[config.mk]
export PLATFORM = sky130hd
export DESIGN_NAME = mc_main_control
export DESIGN_NICKNAME = d
export VERILOG_FILES = /design/src/rtl/riscv_pkg.sv /design/src/rtl/mc_main_control_imm_src_dec.sv /design/src/rtl/mc_main_control.sv
export SDC_FILE = /design/constraint.sdc
export NUM_CORES = 1
export LEC_CHECK = 0
export CORE_MARGIN = 1.5
export CORE_UTILIZATION = 40
export CTS_BUF_LIST = sky130_fd_sc_hd__clkbuf_8
export DETAILED_ROUTE_END_ITERATION = 10
export PLACE_DENSITY_LB_ADDON = 0.08
export SLEW_MARGIN = 20
export SYNTH_ARGS = -nofsm -noshare
export SYNTH_HDL_FRONTEND = slang
export SYNTH_HIERARCHICAL = 1
export SYNTH_SLANG_ARGS = --single-unit
[constraint.sdc]
create_clock -name clk -period 1.4 [get_ports clk]
set_input_delay 0.28 -clock clk [delete_from_list [all_inputs] [get_ports clk]]
set_output_delay 0.28 -clock clk [all_outputs]
set_load 0.01 [all_outputs]
[src/rtl/riscv_pkg.sv]
// Shared encodings for the multi-cycle RISC-V core: opcodes, control FSM states and datapath mux selects.
// Pure declarations, no logic; imported by the main control, its immediate decoder and the ALU control decoder.
package riscv_pkg;

    localparam logic [6:0] OP_LOAD   = 7'b0000011;
    localparam logic [6:0] OP_STORE  = 7'b0100011;
    localparam logic [6:0] OP_RTYPE  = 7'b0110011;
    localparam logic [6:0] OP_ITYPE  = 7'b0010011;
    localparam logic [6:0] OP_JAL    = 7'b1101111;
    localparam logic [6:0] OP_BRANCH = 7'b1100011;
    localparam logic [6:0] OP_JALR   = 7'b1100111;
    localparam logic [6:0] OP_LUI    = 7'b0110111;
    localparam logic [6:0] OP_AUIPC  = 7'b0010111;

    typedef enum logic [3:0] {
        S_FETCH, S_DECODE, S_MEMADR, S_MEMREAD, S_MEMWB, S_MEMWRITE,
        S_EXECR, S_EXECI, S_ALUWB, S_JAL, S_BRANCH, S_JALR, S_JALRLINK,
        S_LUI, S_TRAP
    } mc_state_t;

    localparam logic [1:0] ALUOP_ADD    = 2'b00;
    localparam logic [1:0] ALUOP_BRANCH = 2'b01;
    localparam logic [1:0] ALUOP_RTYPE  = 2'b10;
    localparam logic [1:0] ALUOP_ITYPE  = 2'b11;

    localparam logic [1:0] RES_ALUOUT    = 2'b00;
    localparam logic [1:0] RES_DATA      = 2'b01;
    localparam logic [1:0] RES_ALURESULT = 2'b10;

    localparam logic [1:0] SRCA_PC    = 2'b00;
    localparam logic [1:0] SRCA_OLDPC = 2'b01;
    localparam logic [1:0] SRCA_RS1   = 2'b10;
    localparam logic [1:0] SRCA_ZERO  = 2'b11;

    localparam logic [1:0] SRCB_RS2  = 2'b00;
    localparam logic [1:0] SRCB_IMM  = 2'b01;
    localparam logic [1:0] SRCB_FOUR = 2'b10;

    localparam logic [2:0] IMM_I = 3'b000;
    localparam logic [2:0] IMM_S = 3'b001;
    localparam logic [2:0] IMM_B = 3'b010;
    localparam logic [2:0] IMM_J = 3'b011;
    localparam logic [2:0] IMM_U = 3'b100;

endpackage

[src/rtl/mc_main_control_imm_src_dec.sv]
// Combinational opcode -> immediate-format decoder, zero latency, no flow control.
// U-format decode for LUI/AUIPC exists only when MC_UPPER_IMM_EN is defined.
module imm_src_dec
    import riscv_pkg::*;
(
    input  logic [6:0] opcode_i,
    output logic [2:0] imm_src_o
);

    always_comb begin
        imm_src_o = IMM_I;
        case (opcode_i)
            OP_STORE:  imm_src_o = IMM_S;
            OP_BRANCH: imm_src_o = IMM_B;
            OP_JAL:    imm_src_o = IMM_J;
`ifdef MC_UPPER_IMM_EN
            OP_LUI,
            OP_AUIPC:  imm_src_o = IMM_U;
`endif
            default:   imm_src_o = IMM_I;
        endcase
    end

endmodule

[src/rtl/mc_main_control.sv]
// Moore control FSM of the multi-cycle core; 3-5 cycles per instruction, stalls in FETCH/MEMREAD/MEMWRITE on !mem_ready.
// LUI/AUIPC handling is enabled by MC_UPPER_IMM_EN; otherwise both opcodes trap.
module mc_main_control
    import riscv_pkg::*;
(
    input  logic       clk,
    input  logic       rst,
    input  logic [6:0] opcode,
    input  logic       branch_taken,
    input  logic       mem_ready,
    output logic       pc_write,
    output logic       adr_src,
    output logic       mem_write,
    output logic       ir_write,
    output logic [1:0] result_src,
    output logic [1:0] alu_src_a,
    output logic [1:0] alu_src_b,
    output logic [1:0] alu_op,
    output logic [2:0] imm_src,
    output logic       reg_write,
    output logic       instr_done,
    output logic       illegal
);

    mc_state_t  state_q, state_d;
    logic [2:0] imm_src_w;
    logic       pc_update;
    logic       branch;

    imm_src_dec u_imm_src_dec (
        .opcode_i  (opcode),
        .imm_src_o (imm_src_w)
    );

    always_ff @(posedge clk) begin
        if (rst) state_q <= S_FETCH;
        else     state_q <= state_d;
    end

    always_comb begin
        state_d    = state_q;
        pc_update  = 1'b0;
        branch     = 1'b0;
        pc_write   = 1'b0;
        adr_src    = 1'b0;
        mem_write  = 1'b0;
        ir_write   = 1'b0;
        result_src = RES_ALUOUT;
        alu_src_a  = SRCA_PC;
        alu_src_b  = SRCB_RS2;
        alu_op     = ALUOP_ADD;
        imm_src    = imm_src_w;
        reg_write  = 1'b0;
        instr_done = 1'b0;
        illegal    = 1'b0;

        case (state_q)
            S_FETCH: begin
                alu_src_b  = SRCB_FOUR;
                result_src = RES_ALURESULT;
                ir_write   = mem_ready;
                pc_update  = mem_ready;
                if (mem_ready) state_d = S_DECODE;
            end
            S_DECODE: begin
                // Branch/jump target lands in ALUOut for the following state.
                alu_src_a = SRCA_OLDPC;
                alu_src_b = SRCB_IMM;
                case (opcode)
                    OP_LOAD, OP_STORE: state_d = S_MEMADR;
                    OP_RTYPE:          state_d = S_EXECR;
                    OP_ITYPE:          state_d = S_EXECI;
                    OP_JAL:            state_d = S_JAL;
                    OP_BRANCH:         state_d = S_BRANCH;
                    OP_JALR:           state_d = S_JALR;
`ifdef MC_UPPER_IMM_EN
                    OP_LUI:            state_d = S_LUI;
                    OP_AUIPC:          state_d = S_ALUWB;
`endif
                    default:           state_d = S_TRAP;
                endcase
            end
            S_MEMADR: begin
                alu_src_a = SRCA_RS1;
                alu_src_b = SRCB_IMM;
                state_d   = (opcode == OP_STORE) ? S_MEMWRITE : S_MEMREAD;
            end
            S_MEMREAD: begin
                adr_src = 1'b1;
                if (mem_ready) state_d = S_MEMWB;
            end
            S_MEMWB: begin
                result_src = RES_DATA;
                reg_write  = 1'b1;
                instr_done = 1'b1;
                state_d    = S_FETCH;
            end
            S_MEMWRITE: begin
                adr_src    = 1'b1;
                mem_write  = 1'b1;
                instr_done = mem_ready;
                if (mem_ready) state_d = S_FETCH;
            end
            S_EXECR: begin
                alu_src_a = SRCA_RS1;
                alu_src_b = SRCB_RS2;
                alu_op    = ALUOP_RTYPE;
                state_d   = S_ALUWB;
            end
            S_EXECI: begin
                alu_src_a = SRCA_RS1;
                alu_src_b = SRCB_IMM;
                alu_op    = ALUOP_ITYPE;
                state_d   = S_ALUWB;
            end
            S_ALUWB: begin
                result_src = RES_ALUOUT;
                reg_write  = 1'b1;
                instr_done = 1'b1;
                state_d    = S_FETCH;
            end
            S_JAL: begin
                // Link value OldPC+4 goes to ALUOut while the PC takes the target.
                alu_src_a  = SRCA_OLDPC;
                alu_src_b  = SRCB_FOUR;
                result_src = RES_ALUOUT;
                pc_update  = 1'b1;
                state_d    = S_ALUWB;
            end
            S_BRANCH: begin
                alu_src_a  = SRCA_RS1;
                alu_src_b  = SRCB_RS2;
                alu_op     = ALUOP_BRANCH;
                result_src = RES_ALUOUT;
                branch     = 1'b1;
                instr_done = 1'b1;
                state_d    = S_FETCH;
            end
            S_JALR: begin
                alu_src_a  = SRCA_RS1;
                alu_src_b  = SRCB_IMM;
                result_src = RES_ALURESULT;
                pc_write   = 1'b1;
                state_d    = S_JALRLINK;
            end
            S_JALRLINK: begin
                alu_src_a = SRCA_OLDPC;
                alu_src_b = SRCB_FOUR;
                state_d   = S_ALUWB;
            end
`ifdef MC_UPPER_IMM_EN
            S_LUI: begin
                alu_src_a = SRCA_ZERO;
                alu_src_b = SRCB_IMM;
                alu_op    = ALUOP_ADD;
                state_d   = S_ALUWB;
            end
`endif
            S_TRAP: begin
                illegal = 1'b1;
            end
            default: begin
                state_d = S_TRAP;
            end
        endcase

        pc_write = pc_write | pc_update | (branch & branch_taken);

        // Reset cycle presents a fully quiet interface regardless of the old state.
        if (rst) begin
            pc_write   = 1'b0;
            adr_src    = 1'b0;
            mem_write  = 1'b0;
            ir_write   = 1'b0;
            result_src = 2'b00;
            alu_src_a  = 2'b00;
            alu_src_b  = 2'b00;
            alu_op     = 2'b00;
            imm_src    = 3'b000;
            reg_write  = 1'b0;
            instr_done = 1'b0;
            illegal    = 1'b0;
        end
    end

endmodule

==> metrics.yaml, run 1 <==
placement:
  dp_hpwl_um: 1920
  portBuffers: 27
  place.gp.congestion: 0.918
  preCtsSetupSlack_ns: -0.791
die:
  io_pins: 29
  die_h_um: 45.3
  initial_core_util: 0.420
  die_w_um: 45.3
  fp-row-count: 15
clocking:
  root_buffer: "clkbuf_8"
  h-tree-depth: 1
  clock_path_buffers: 2
  clock-sinks: 4
  cts_buffers: 3
  holdBufCountCts: 0
logic_synthesis:
  synth-async-reset-ratio: 0
  yosysWarnings: 6
  syn_avg_cell_area_um2: 6.46
  synthFlopType: "dfxtp_1"
  synth_cell_types: 42
  synth_fp_nets: 122
  synthCells: 111
  synth_edf_count: 0
  syn_area_um2: 717
  synth-seq-cells: 4
  ys_seq_area_frac: 0.112
status:
  tool.error: "[ERROR DPL-0033] detailed placement checks failed during check placement."
  status: "aborted with a tool error"
  lastStage: "global routing (5_1_grt)"
sta:
  worst-ep-kind: "primary output"
  crit_endpoint: "alu_src_b[0]"
grt:
  antenna_found_initial: 0
  grt_max_degree: 11
[timing repair]
item,CTS
pin swaps,17
setup buffers,14
gates resized for setup,133
hold endpoints to repair,0
setup endpoints to repair,21
[cell families after synthesis]
kind of cell / share of synthesized area
and+or+nand+nor: 0.459
AOI/OAI and AO/OA: 0.279
buffers and inverters: 0.0960
xor gates and xnor gates: 0.0489
DFF: 0.112
other: 0.00523
[cell usage after synthesis (4+ instances only)]
cell | number | area, um2
nand2_1 | 9 | 33.8
buf_2 | 4 | 20.0
dfxtp_1 | 4 | 80.1
a21oi_1 | 7 | 35.0
and3_1 | 4 | 25.0
nor3_1 | 7 | 35.0
o21ai_0 | 4 | 20.0
nor2_1 | 11 | 41.3
nand2b_1 | 4 | 25.0
nand3_1 | 5 | 25.0
[per-stage QoR]
| stage | setup TNS (ns) | util | cell area, um2 | instances |
|---|---|---|---|---|
| 3_5_place_dp | -12.09 | 0.759 | 1300 | 191 |
| 4_1_cts | -2.45 | 0.889 | 1520 | 208 |
| 2_1_floorplan | -0.0644 | - | 758 | 111 |
| 3_3_place_gp | -11.61 | 0.759 | 1300 | 191 |
==> inputs of run 2 (changes only) <==
--- a/config.mk
+++ b/config.mk
@@ -5,11 +5,10 @@
 export SDC_FILE = /design/constraint.sdc
 export NUM_CORES = 1
 export LEC_CHECK = 0
-export CORE_MARGIN = 1.5
-export CORE_UTILIZATION = 40
-export CTS_BUF_LIST = sky130_fd_sc_hd__clkbuf_8
+export CORE_AREA = 2 2 63 65
 export DETAILED_ROUTE_END_ITERATION = 10
-export PLACE_DENSITY_LB_ADDON = 0.08
+export DIE_AREA = 0 0 65 67
+export PLACE_DENSITY_LB_ADDON = 0.15
 export SLEW_MARGIN = 20
 export SYNTH_ARGS = -nofsm -noshare
 export SYNTH_HDL_FRONTEND = slang
==> constraint.sdc (replaced) <==
create_clock -name clk -period 1.8 [get_ports clk]
set_input_delay 0.36 -clock clk [delete_from_list [all_inputs] [get_ports clk]]
set_output_delay 0.36 -clock clk [all_outputs]
set_load 0.01 [all_outputs]
==> run 2 against run 1 <==
Synthesized cell count stayed put. The run now ends clean. Synthesized area unchanged.
==> metrics.yaml, run 2 <==
status:
  status: "completed"
sta:
  hold_slack_ns: 0.633
  rsz0062_at_grt: "true"
  period_needed_ns: 1.75
  final-max-slew-violation-count: 0
  fmax_mhz: 572
  finalSetupViolCount: 0
  clock_skew_ns: 0.000510
  hold_viol: 0
  tns_ns: 0
  worst_slack_ns: 0.0533
  post-route-period-util: 0.970
detailed_routing:
  viasPerCell: 4.54
  first_pass_iters: 4
  drtAntennaViolNets: 0
  route.detailed.drc: 0
  drtIter0Drc: 33
  vias: 1022
  wire_per_inst_um: 11.7
  detail_route.wirelength_um: 2640
grt:
  antenna_found_initial: 0
  grt_overflow_total: 0
  grt_pass1_wl_um: 4440
  grtUsageTotal: 0.128
  grt_max_degree: 19
  grt_pass1_vias: 987
run:
  maxCapViolCount: 0
logic_synthesis:
  synth_fa_ha_area_frac: 0
  synth_area_leaders: "dfxtp_1 11%, nor2_1 5.8%, a21oi_1 4.9%"
  yosysWarnings: 6
  synth_commonest_cells: "11 x nor2_1, 9 x nand2_1, 7 x a21oi_1, 7 x nor3_1, 5 x nand3_1"
  syn_avg_cell_area_um2: 6.46
  synth-async-reset-ratio: 0
  synthXorXnorAreaFrac: 0.0489
  ys_seq_area_frac: 0.112
  synth_fp_nets: 122
  yosysTopAreaCell: "dfxtp_1"
  syn_area_um2: 717
  synthCells: 111
  synth-seq-cells: 4
  synth_compound_area_frac: 0.279
  yosysMostFrequentCell: "nor2_1"
  synth_edf_count: 0
  synthFlopType: "dfxtp_1"
  synth_top_family_by_area: "simple AND/OR/NAND/NOR gates"
  synth-simple-area-share: 0.459
  synth_cell_types: 42
  synthMuxAreaShare: 0
  synthDominantCellAreaShare: 0.112
power_and_ir_drop:
  internal_power_mw: 0.995
  switchingPower_mw: 0.738
  pwr-share-comb: 0.788
  leakagePower_nw: 0.632
  p_seq_frac: 0.106
  sw_frac_of_total: 0.426
  totalPowerFinal_mw: 1.73
  worst_ir_drop_vdd_mv: 0.307
  power_density_nw_per_um2: 1260
  clockPowerShare: 0.107
die:
  die_h_um: 67
  die_area_um2: 4360
  fp-row-count: 22
  io_pins: 29
  die_w_um: 65
  initial_core_util: 0.199
  core_area_um2: 3610
clocking:
  cts_buffers: 3
  root_buffer: "clkbuf_8"
  clock-sinks: 4
  cts_tree: "yes"
  clk_latency_ns: 0.21
  h-tree-depth: 1
  clock_path_buffers: 2
  holdBufCountCts: 0
  path_clk_slew_ns: 0.03
layout:
  regMostFlops: "state_q"
  drive_above_1_share: 0.435
  num_antenna_cells: 0
  layout_common_cells: "42 x buf_4, 12 x dlygate4sd2_1, 10 x nor2_1"
  fin_nets: 190
  nFillCells: 415
  layout_commonest_cell: "buf_4"
  top_regs: "state_q (4)"
  largest_reg_flops: 4
  stdcell_count: 225
  area_delta_synth_final_pct: 92.5
placement:
  place_inst: 220
  preCtsSetupSlack_ns: -0.518
  portBuffers: 27
  place.gp.congestion: 0.832
  dp_hpwl_um: 2070
worst_hold_path:
  holdCritPathClass: "flop to flop"
critical_path:
  endpoint_kind: "primary output"
  cp-start-kind: "flop"
  required_ns: 1.44
  crit_type: "flop to primary output"
  cp_data_arrival_time_ns: 1.39
  cp_max_fo: 9
## run 2: cell counts after synthesis
Identical to the previous run, type by type.
## run 2: final timing paths
check                           startpoint         end  slack (ns)  cells past startpoint
worst min-delay path            state_q[1]  state_q[1]        0.63                      3
worst min register to register  state_q[1]  state_q[1]        0.63                      3
worst max-delay path            state_q[3]  instr_done        0.05                      4
worst max register to register  state_q[0]  state_q[2]        0.13                      5
## run 2: worst max-delay path, cell delays in order (launching register included)
cell and delay [ns]:
dfxtp_4 0.37, nand2b_1 0.17, or3_1 0.35, a21oi_1 0.14, buf_2 0.14
## run 2: kinds of logic (layout without fill, tap and decap cells)
logic type                count (synthesis)  after routing
AOI/OAI and AO/OA                        29             29
xor gates and xnor gates                  4              4
buffers and inverters                    14             80
DFF                                       4              4
other                                     1              1
and+or+nand+nor                          59             59
## run 2: final cells by class
class / count / area, um2 / area share
multi-input cells: 93 / 617 / 0.447
clock buffers: 3 / 41.3 / 0.0299
inverters: 3 / 11.3 / 0.00816
well taps: 48 / 60.1 / 0.0435
flip-flops and latches: 4 / 85.1 / 0.0617
repair buffers: 74 / 566 / 0.410
## run 2: metrics by stage
stage	area (um2)	utilization
3_5_place_dp	1340	0.372
3_3_place_gp	1340	0.372
2_1_floorplan	717	-
5_1_grt	1380	0.383
4_1_cts	1390	0.385
6_report	1380	0.383
## run 2: timing repair
item	in CTS	in global routing
gates cloned	0	0
buffers inserted	2	0
pin swaps	3	3
setup endpoints to repair	20	10
resized for setup	69	13
## run 2: power by group through the flow
stage | sequential [mW] | combinational (mW) | clock (mW)
final | 0.183 | 1.36 | 0.185
after global routing | 0.189 | 1.51 | 0.191
after CTS | 0.183 | 1.35 | 0.189
after detailed placement | 0.173 | 1.35 | 0
after global placement | 0.173 | 1.35 | 0
after floorplan | 0.150 | 0.666 | 0
## run 2: per-layer routing
metal | share of wire | GRT usage
met1 | 0.46 | 0.154
met3 | 0.028 | 0.0101
met4 | 0 | 0.0266
met2 | 0.51 | 0.246
met5 | 0 | 0
Note: power is estimated with default switching activity, not from simulation.
